===== config.mk =====
export PLATFORM = sky130hd
export DESIGN_NAME = posted_line_buffer
export DESIGN_NICKNAME = d
export VERILOG_FILES = /design/src/rtl/posted_line_buffer.sv
export SDC_FILE = /design/constraint.sdc
export NUM_CORES = 1
export LEC_CHECK = 0
export CORE_AREA = 2 2 290 292
export DETAILED_ROUTE_END_ITERATION = 6
export DIE_AREA = 0 0 292 294
export GPL_TIMING_DRIVEN = 1
export PLACE_DENSITY_LB_ADDON = 0.08
export SLEW_MARGIN = 20
export SYNTH_ARGS = -nofsm -noshare
export SYNTH_HDL_FRONTEND = slang
export SYNTH_SLANG_ARGS = --single-unit

===== constraint.sdc =====
create_clock -name clk -period 3.7 [get_ports clk]
set_input_delay 0.74 -clock clk [delete_from_list [all_inputs] [get_ports clk]]
set_output_delay 0.74 -clock clk [all_outputs]
set_load 0.005 [all_outputs]

===== src/rtl/posted_line_buffer.sv =====
// posted_line_buffer: L2 line <-> memory beat adapter with a one-line
// posted write buffer and read forwarding from the buffered line.
// Ports:
//   clk, rst        : clock, synchronous active-high reset
//   l2cache_*       : L2 side; level read/write, one-cycle resp pulse
//   bmem_addr/read/write/wdata/ready : memory request and write beats
//   bmem_raddr/rdata/rvalid          : tagged returning read beats
//   wbuf_valid      : posted buffer still holds undrained data
module posted_line_buffer #(
  parameter int XLEN       = 32,
  parameter int LINE_BITS  = 256,
  parameter int BURST_BITS = 64
) (
  input  logic                  clk,
  input  logic                  rst,
  input  logic [XLEN-1:0]       l2cache_addr,
  input  logic                  l2cache_read,
  input  logic                  l2cache_write,
  input  logic [LINE_BITS-1:0]  l2cache_wdata,
  output logic [LINE_BITS-1:0]  l2cache_rdata,
  output logic                  l2cache_resp,
  output logic [XLEN-1:0]       bmem_addr,
  output logic                  bmem_read,
  output logic                  bmem_write,
  output logic [BURST_BITS-1:0] bmem_wdata,
  input  logic                  bmem_ready,
  input  logic [XLEN-1:0]       bmem_raddr,
  input  logic [BURST_BITS-1:0] bmem_rdata,
  input  logic                  bmem_rvalid,
  output logic                  wbuf_valid
);

  localparam int BEATS  = LINE_BITS / BURST_BITS;
  localparam int CW     = $clog2(BEATS);
  localparam int OFFSET = $clog2(LINE_BITS / 8);
  localparam logic [XLEN-1:0] OFF_MASK =
    XLEN'((1 << OFFSET) - 1);
  localparam logic [CW-1:0] LAST = CW'(BEATS - 1);

  typedef enum logic [2:0] {
    IDLE,
    RD_REQ,
    RD_WAIT,
    RESP,
    GAP
  } rq_state_e;

  typedef enum logic {
    WB_EMPTY,
    WB_DRAIN
  } wb_state_e;

  rq_state_e            rq_state_q;
  wb_state_e            wb_state_q;
  logic [XLEN-1:0]      rd_addr_q;
  logic [CW-1:0]        rd_beat_q;
  logic [LINE_BITS-1:0] rdata_q;
  logic                 resp_q;
  logic [XLEN-1:0]      wb_addr_q;
  logic [LINE_BITS-1:0] wb_data_q;
  logic [CW-1:0]        wb_beat_q;
  logic                 wb_valid_q;

  logic [XLEN-1:0] line_addr_d;
  logic            wr_accept_d;
  logic            rd_hit_d;
  logic            beat_ok_d;

  assign line_addr_d = l2cache_addr & ~OFF_MASK;
  assign wr_accept_d = (rq_state_q == IDLE) &&
                       l2cache_write && !wb_valid_q;
  assign rd_hit_d    = wb_valid_q && (line_addr_d == wb_addr_q);
  assign beat_ok_d   = bmem_rvalid && (bmem_raddr == rd_addr_q);

  // Request FSM. Write wins over a simultaneous read; reads that
  // miss the buffered line wait in IDLE until it has drained.
  always_ff @(posedge clk) begin
    if (rst) begin
      rq_state_q <= IDLE;
      rd_addr_q  <= '0;
      rd_beat_q  <= '0;
      rdata_q    <= '0;
      resp_q     <= 1'b0;
    end else begin
      resp_q <= 1'b0;
      unique case (rq_state_q)
        IDLE: begin
          if (l2cache_write) begin
            if (!wb_valid_q) begin
              rq_state_q <= RESP;
              resp_q     <= 1'b1;
            end
          end else if (l2cache_read) begin
            if (rd_hit_d) begin
              rdata_q    <= wb_data_q;
              rq_state_q <= RESP;
              resp_q     <= 1'b1;
            end else if (!wb_valid_q) begin
              rd_addr_q  <= line_addr_d;
              rd_beat_q  <= '0;
              rq_state_q <= RD_REQ;
            end
          end
        end
        RD_REQ: begin
          if (bmem_ready) rq_state_q <= RD_WAIT;
        end
        RD_WAIT: begin
          if (beat_ok_d) begin
            rdata_q[rd_beat_q*BURST_BITS +: BURST_BITS]
              <= bmem_rdata;
            rd_beat_q <= rd_beat_q + CW'(1);
            if (rd_beat_q == LAST) begin
              rq_state_q <= RESP;
              resp_q     <= 1'b1;
            end
          end
        end
        RESP:    rq_state_q <= GAP;
        GAP:     rq_state_q <= IDLE;
        default: rq_state_q <= IDLE;
      endcase
    end
  end

  // Drain FSM. Starts driving beats the cycle right after capture.
  always_ff @(posedge clk) begin
    if (rst) begin
      wb_state_q <= WB_EMPTY;
      wb_addr_q  <= '0;
      wb_data_q  <= '0;
      wb_beat_q  <= '0;
      wb_valid_q <= 1'b0;
    end else begin
      unique case (wb_state_q)
        WB_EMPTY: begin
          if (wr_accept_d) begin
            wb_addr_q  <= line_addr_d;
            wb_data_q  <= l2cache_wdata;
            wb_beat_q  <= '0;
            wb_valid_q <= 1'b1;
            wb_state_q <= WB_DRAIN;
          end
        end
        WB_DRAIN: begin
          if (bmem_ready) begin
            wb_beat_q <= wb_beat_q + CW'(1);
            if (wb_beat_q == LAST) begin
              wb_valid_q <= 1'b0;
              wb_state_q <= WB_EMPTY;
            end
          end
        end
        default: wb_state_q <= WB_EMPTY;
      endcase
    end
  end

  // Memory port: drain and read request are mutually exclusive
  // by construction, so a simple priority mux is sufficient.
  always_comb begin
    bmem_addr  = '0;
    bmem_wdata = '0;
    bmem_write = (wb_state_q == WB_DRAIN);
    bmem_read  = (rq_state_q == RD_REQ);
    if (bmem_write) begin
      bmem_addr  = wb_addr_q;
      bmem_wdata = wb_data_q[wb_beat_q*BURST_BITS +: BURST_BITS];
    end else if (bmem_read) begin
      bmem_addr = rd_addr_q;
    end
  end

  assign l2cache_rdata = rdata_q;
  assign l2cache_resp  = resp_q;
  assign wbuf_valid    = wb_valid_q;

endmodule

==> impl_metrics.toml, run 1 <==
[outcome]
status = "complete, no violations"

[sta]
tightest_slew_ns = 0.7526
hold_violations = 0
setup_viol = 0
rsz0062_at_grt = "false"
maxSlewViolCount = 0
hold_ws_ns = 0.4624
fmax_mhz = 287.3
skew_ns = 0.03403
maxSlewHeadroom_pct = 49.83
fin_crit_sh_pct = 94.07
period_needed_ns = 3.481

[cts]
htreeDepth = 3
cts-buffers-inserted = 70
cts_tree = "done"
cts_sinks = 576
post_cts_buffers = 0
cts.repair.resized = 0
cts.clk_slew.worst_paths_ns = 0.06
cts_hold_buf = 0
cts_max_path_buffers = 3
ctsRootBufferMaster = "clkbuf_16"
clk_latency_ns = 0.63

[finish]
layout.nets = 4191
multi_input_area_um2 = 13350
finalInstanceArea_um2 = 37100
final-instance-count-excl-fill = 4941
syn_to_final_growth_pct = 43.05
regArea_um2 = 11540
layout-drive-gt1-share_pct = 9.124
final_util_pct = 44.75
fillerInstances = 8362

[critical_path]
worstPathMaxFanout = 28
path_class = "register to output pin"
end_kind = "output pin"
start_kind = "register"
timing.critical_path.arrival_ns = 2.74
r2r_setup_slack_ns = 0.78
worst_ep_required_time_ns = 2.96

[synthesis]
yosysSeqAreaShare_pct = 44.47
netlist.area_leader.share_pct = 44.47
synth-async-reset-ratio_pct = 0
synth_ff_type = "dfxtp_1"
synth_edf_count = 0
syn_inst = 3192
synthTopCellsByArea = "dfxtp_1 (44%), nand2_1 (12%), a21oi_1 (6.1%)"
synth_area_leader_cell = "dfxtp_1"
yosysMostFrequentCell = "nand2_1"
synth_seq_cells = 576
yosys_warnings = 0
synth.avg_cell_area_um2 = 8.124
yosysUniqueCellTypes = 49
synth_area_um2 = 25930
ys_top_cells_by_count = "nand2_1 (809), dfxtp_1 (576), a21oi_1 (316)"

[detailed_routing]
drtIter0Drc = 1832
num_vias = 25790
wirelength_um = 119700
viasPerCell = 5.219
drc = 0
ant_nets = 0
firstDrtPassIters = 6
avgRoutedWirePerCell_um = 24.23

[placed_design]
dp_cells = 4804
dpl-instance-area_um2 = 34790
hpwlAfterDp_um = 80910
globalplace.congestion = 0.8473
port_buffers = 735

[floorplan]
core_um2 = 82890
die_h_um = 294
die-area_um2 = 85850
row_count = 106
die_w_um = 292
start_util_pct = 31.28
ioPinCount = 746

[power_and_ir_drop]
power_density_nw_per_um2 = 466.7
ir_worst_vdd_uv = 316.6
cellLeakagePower_nw = 12.28

[job]
cap_violations = 0

[global_route]
grt_pass1_vias = 25050
grt_pass1_wl_um = 173600
grt_usage_pct = 26.95
antenna_found_initial = 23
grt_max_degree = 132
grt_overflow = 0

[worst_hold_path]
hold_class = "register to register"
-- path summary, 6_finish.rpt --
kind                                     end  cells after the start                         from
min reg2reg      wb_data_q[153]$_SDFFE_PP0P_                      2  wb_data_q[153]$_SDFFE_PP0P_
max                            bmem_addr[11]                      6   rq_state_q[0]$_SDFFE_PP0P_
max reg2reg  l2cache_rdata[147]$_SDFFE_PP0P_                      9   wb_addr_q[25]$_SDFFE_PP0P_
min              wb_data_q[153]$_SDFFE_PP0P_                      2  wb_data_q[153]$_SDFFE_PP0P_
-- logic make-up (layout without fill, tap and decap cells) --
family | count (synthesis) | count (layout) | share of synthesized area (%)
flip-flops | 576 | 576 | 44.47
adder cells (fa/ha/maj) | 5 | 5 | 0.2413
AO/OA/AOI/OAI | 804 | 804 | 19.17
XOR/XNOR | 54 | 54 | 1.824
buffers and inverters | 302 | 953 | 4.637
AND/OR/NAND/NOR | 1320 | 1320 | 21.24
multiplexers | 130 | 130 | 8.415
other | 1 | 19 | 0.01446
-- sequential cells by signal, summed over array words and instances, names as in the netlist --
signal and flops:
rd_addr_q 27, wbuf_valid 1, wb_data_q 256, bmem_write 1, rq_state_q 3, wb_addr_q 27, wb_beat_q 2, l2cache_rdata 256
l2cache_resp 1, rd_beat_q 2
-- cell usage in the layout, fill, tap and decap left out, drive strengths merged, types with 3 or more instances in the layout --
cell / instances
inv: 8
nor4: 12
nand3: 70
nor2: 267
o21ai: 156
and2: 64
clkinv: 15
clkbuf: 101
nand4: 7
a311oi: 64
nand2: 809
a21oi: 316
dfxtp: 576
nor3b: 3
nor2b: 65
mux2: 64
a22oi: 129
conb: 5
a211oi: 129
buf: 92
mux4: 64
diode: 14
nand2b: 4
nor3: 6
o32ai: 3
ha: 5
clkdlybuf4s50: 734
xnor2: 11
xor2: 43
-- metal layers --
| metal | vias to the layer above | global-route usage (%) | wire [um] |
|---|---|---|---|
| li1 | 12230 | - | - |
| met1 | 12420 | 33.99 | 49460 |
| met2 | 947 | 44.44 | 57080 |
| met3 | 186 | 6.292 | 8872 |
| met4 | 10 | 10.67 | 4220 |
| met5 | - | 0 | 63 |
-- layout make-up --
| cell class | instances | share of cell area, % |
|---|---|---|
| Sequential cell | 576 | 31.12 |
| Clock buffer | 101 | 5.498 |
| Clock inverter | 22 | 0.6105 |
| Timing Repair Buffer | 826 | 23.00 |
| Inverter | 4 | 0.04047 |
| Tap cell | 1080 | 3.643 |
| Multi-Input combinational cell | 2318 | 36.00 |
| Antenna cell | 14 | 0.09444 |
-- power breakdown --
group          total [mW]  switching [mW]  internal (mW)
Clock                6.89            2.90           4.00
Combinational        3.42            2.04           1.38
Sequential           7.00           0.398           6.60
Total                17.3            5.33           12.0
-- metrics by stage --
step	setup WS, ns	total power, mW	TNS [ns]
floorplan	0.8469	8.853	0
global placement	-0.09935	10.56	-13.02
detailed placement	-0.1144	10.57	-14.49
CTS	0.1452	17.49	0
global route	0.04503	18.08	0
finish	0.2193	17.31	0
-- critical path: stages (launching register included) --
cell             delay (ns)
dfxtp_1                0.49
inv_1                  0.15
nor3_2                 0.14
buf_4                  0.38
nand2_1                0.08
o21ai_0                0.25
clkdlybuf4s50_1        0.63
(Power assumes the default switching activity.)
==> run 2, diff against run 1 <==
--- a/config.mk
+++ b/config.mk
@@ -5,9 +5,10 @@
 export SDC_FILE = /design/constraint.sdc
 export NUM_CORES = 1
 export LEC_CHECK = 0
-export CORE_AREA = 2 2 290 292
+export ABC_AREA = 1
+export CORE_AREA = 2 2 286 288
 export DETAILED_ROUTE_END_ITERATION = 6
-export DIE_AREA = 0 0 292 294
+export DIE_AREA = 0 0 288 290
 export GPL_TIMING_DRIVEN = 1
 export PLACE_DENSITY_LB_ADDON = 0.08
 export SLEW_MARGIN = 20
==> run 2 against run 1 <==
  * Die area fell by 2.7%
  * Sequential power rose by 27%
  * Critical path depth did not move
  * Worst setup slack got worse by 0.11 ns
  * First-iteration DRC count rose by 100%
  * Count of clock-buffer cells in the layout rose by 10
  * Combinational power rose to 3.5 times the previous value
  * Core utilization rose by 6.4 points
  * Wire length rose by 18%
  * Non-clock buffer count rose by 6
  * Clock skew fell by 0.0022 ns
==> impl_metrics.toml, run 2 <==
[finish]
regArea_um2 = 11540
syn_to_final_growth_pct = 36.22
mostFrequentLayoutCells = "nor2_1 (894), nand2_1 (764), inv_1 (744)"
final_util_pct = 51.19
final_common_cell = "nor2_1"
multi_input_area_um2 = 14180
layout-drive-gt1-share_pct = 4.827
final-instance-count-excl-fill = 6382
finalInstanceArea_um2 = 41030
fillerInstances = 8237
layout.nets = 5647

[cts]
cts_sinks = 576
cts_max_path_buffers = 3
htreeDepth = 3
cts-buffers-inserted = 70
clk_latency_ns = 0.63
cts_tree = "done"
cts.clk_slew.worst_paths_ns = 0.06
ctsRootBufferMaster = "clkbuf_16"

[synthesis]
ys_top_cells_by_count = "nor2_1 (898), nand2_1 (766), inv_1 (746)"
yosysSeqAreaShare_pct = 38.29
yosysUniqueCellTypes = 34
synth_edf_count = 0
synthTopCellsByArea = "dfxtp_1 (38%), nor2_1 (11%), nand2_1 (9.5%)"
yosys_warnings = 0
synth-async-reset-ratio_pct = 0
netlist.area_leader.share_pct = 38.29
synth_ff_type = "dfxtp_1"
synth_area_um2 = 30120
synth_area_leader_cell = "dfxtp_1"
synth.avg_cell_area_um2 = 6.381
syn_inst = 4720
synth_seq_cells = 576
yosysMostFrequentCell = "nor2_1"

[sta]
maxSlewViolCount = 0
rsz0062_at_grt = "false"
maxSlewHeadroom_pct = 39.69
tightest_slew_ns = 0.9046
fin_crit_sh_pct = 97.18
hold_violations = 0
skew_ns = 0.03179
setup_tns_ns = 0
setup_viol = 0
fmax_mhz = 278.1
period_needed_ns = 3.595

[placed_design]
globalplace.congestion = 0.8897
dpl-instance-area_um2 = 38530
dp_cells = 6238
hpwlAfterDp_um = 93170
port_buffers = 735

[detailed_routing]
wirelength_um = 141600
met1_length_um = 57670
num_vias = 33520
drtIter0Drc = 3699
ant_nets = 0
viasPerCell = 5.252
drc = 0
avgRoutedWirePerCell_um = 22.18
dr_wl_met2_um = 63880
firstDrtPassIters = 6
met3_length_um = 12460
highest_layer = "met5"

[floorplan]
row_count = 104
die_w_um = 288
ioPinCount = 746
core_um2 = 80160
die-area_um2 = 83520
start_util_pct = 37.57
die_h_um = 290

[critical_path]
worst_ep_required_time_ns = 2.96
critPathBufInv = 3
timing.critical_path.arrival_ns = 2.86
slowest_stage = "clkdlybuf4s50_1"
cpPeakStageDelay_ns = 0.58
cp_top_family = "buffers and inverters"
end_kind = "output pin"
start_kind = "register"
worstPathMaxFanout = 27
path_class = "register to output pin"
path_cells = "clkinv_2, buf_4, nor2_1, o21ai_0, a21oi_1, clkdlybuf4s50_1"

[power_and_ir_drop]
ir_worst_vdd_uv = 481.6
power_density_nw_per_um2 = 689.0
cellLeakagePower_nw = 17.56

[global_route]
antenna_found_initial = 32
grt_pass1_wl_um = 206400
grt_max_degree = 136
grt_overflow = 0
grt_usage_pct = 32.56
grt_pass1_vias = 31800

[outcome]
status = "complete, no violations"

[job]
cap_violations = 0

[worst_hold_path]
hold_class = "register to register"
run 2: cell types whose count changed after synthesis, sizes merged, moves of 111 or more:
cell,previous run,this run
nor2,267,901
inv,4,774
nand4,7,269
a211oi,129,0
a21oi,316,193
o21ai,156,561
buf,53,164
run 2: what timing repair did:
action	in CTS	in global routing
setup buffers	1	1
hold buffers	0	0
endpoints found under the setup margin	1	5
gates cloned	0	0
gates resized for setup	0	0
run 2: path summary, 6_finish.rpt:
check | from | endpoint | slack (ns) | cells past startpoint
worst max-delay path | wb_beat_q[1]$_SDFFE_PP0P_ | bmem_wdata[10] | 0.10 | 6
worst min register to register | rq_state_q[0]$_SDFFE_PP0P_ | rq_state_q[2]$_SDFFE_PP0P_ | 0.47 | 2
worst min-delay path | rq_state_q[0]$_SDFFE_PP0P_ | rq_state_q[2]$_SDFFE_PP0P_ | 0.47 | 2
worst max register to register | rq_state_q[2]$_SDFFE_PP0P_ | l2cache_rdata[255]$_SDFFE_PP0P_ | 0.47 | 10
run 2: power by group:
group / leakage (nW) / internal (mW) / switching [mW]
Combinational: 11.7 / 4.39 / 7.60
Sequential: 4.71 / 7.72 / 1.16
Clock: 1.19 / 4.48 / 2.93
run 2: final cells by class:
cell class	count	share of cell area [%]
Timing Repair Buffer	832	20.90
Multi-Input combinational cell	2998	34.56
Clock inverter	13	0.5855
Clock buffer	111	5.343
Inverter	774	7.136
Sequential cell	576	28.13
Tap cell	1060	3.232
Antenna cell	18	0.1098
run 2: metal layers:
layer,vias to the layer above,track usage (%)
met4,26,17.00
met1,15360,41.56
li1,16070,-
met2,1718,51.40
met3,345,6.950
met5,-,0
run 2: stage by stage:
stage / power [mW] / hold slack [ns] / setup WS, ns
finish: 28.27 / 0.4677 / 0.1045
CTS: 28.17 / 0.4665 / 0.05445
global route: 29.81 / 0.4876 / 0.01106
detailed placement: 20.73 / 0.4615 / 0.2689
global placement: 20.66 / 0.4558 / 0.2873
floorplan: 15.39 / 0.4415 / 1.447
run 2: kinds of logic (layout without fill, tap and decap cells):
family | Yosys count | in the layout | synth area share, %
and+or+nand+nor | 1998 | 1998 | 27.59
buffers and inverters | 1150 | 1730 | 15.12
AOI/OAI and AO/OA | 963 | 963 | 18.00
DFF | 576 | 576 | 38.29
xor gates and xnor gates | 27 | 27 | 0.7852
adders and majority gates | 5 | 5 | 0.2077
other | 1 | 23 | 0.01245
run 2: worst register-to-register path, stage by stage (launching register included):
cell     delay (ns)
dfxtp_1        0.35
nor2_2         0.30
nand2_8        0.22
inv_4          0.27
nand2_4        0.42
nor3_4         0.29
buf_4          0.69
a22oi_1        0.31
nand4_1        0.17
nand2_1        0.07
nor2_1         0.08
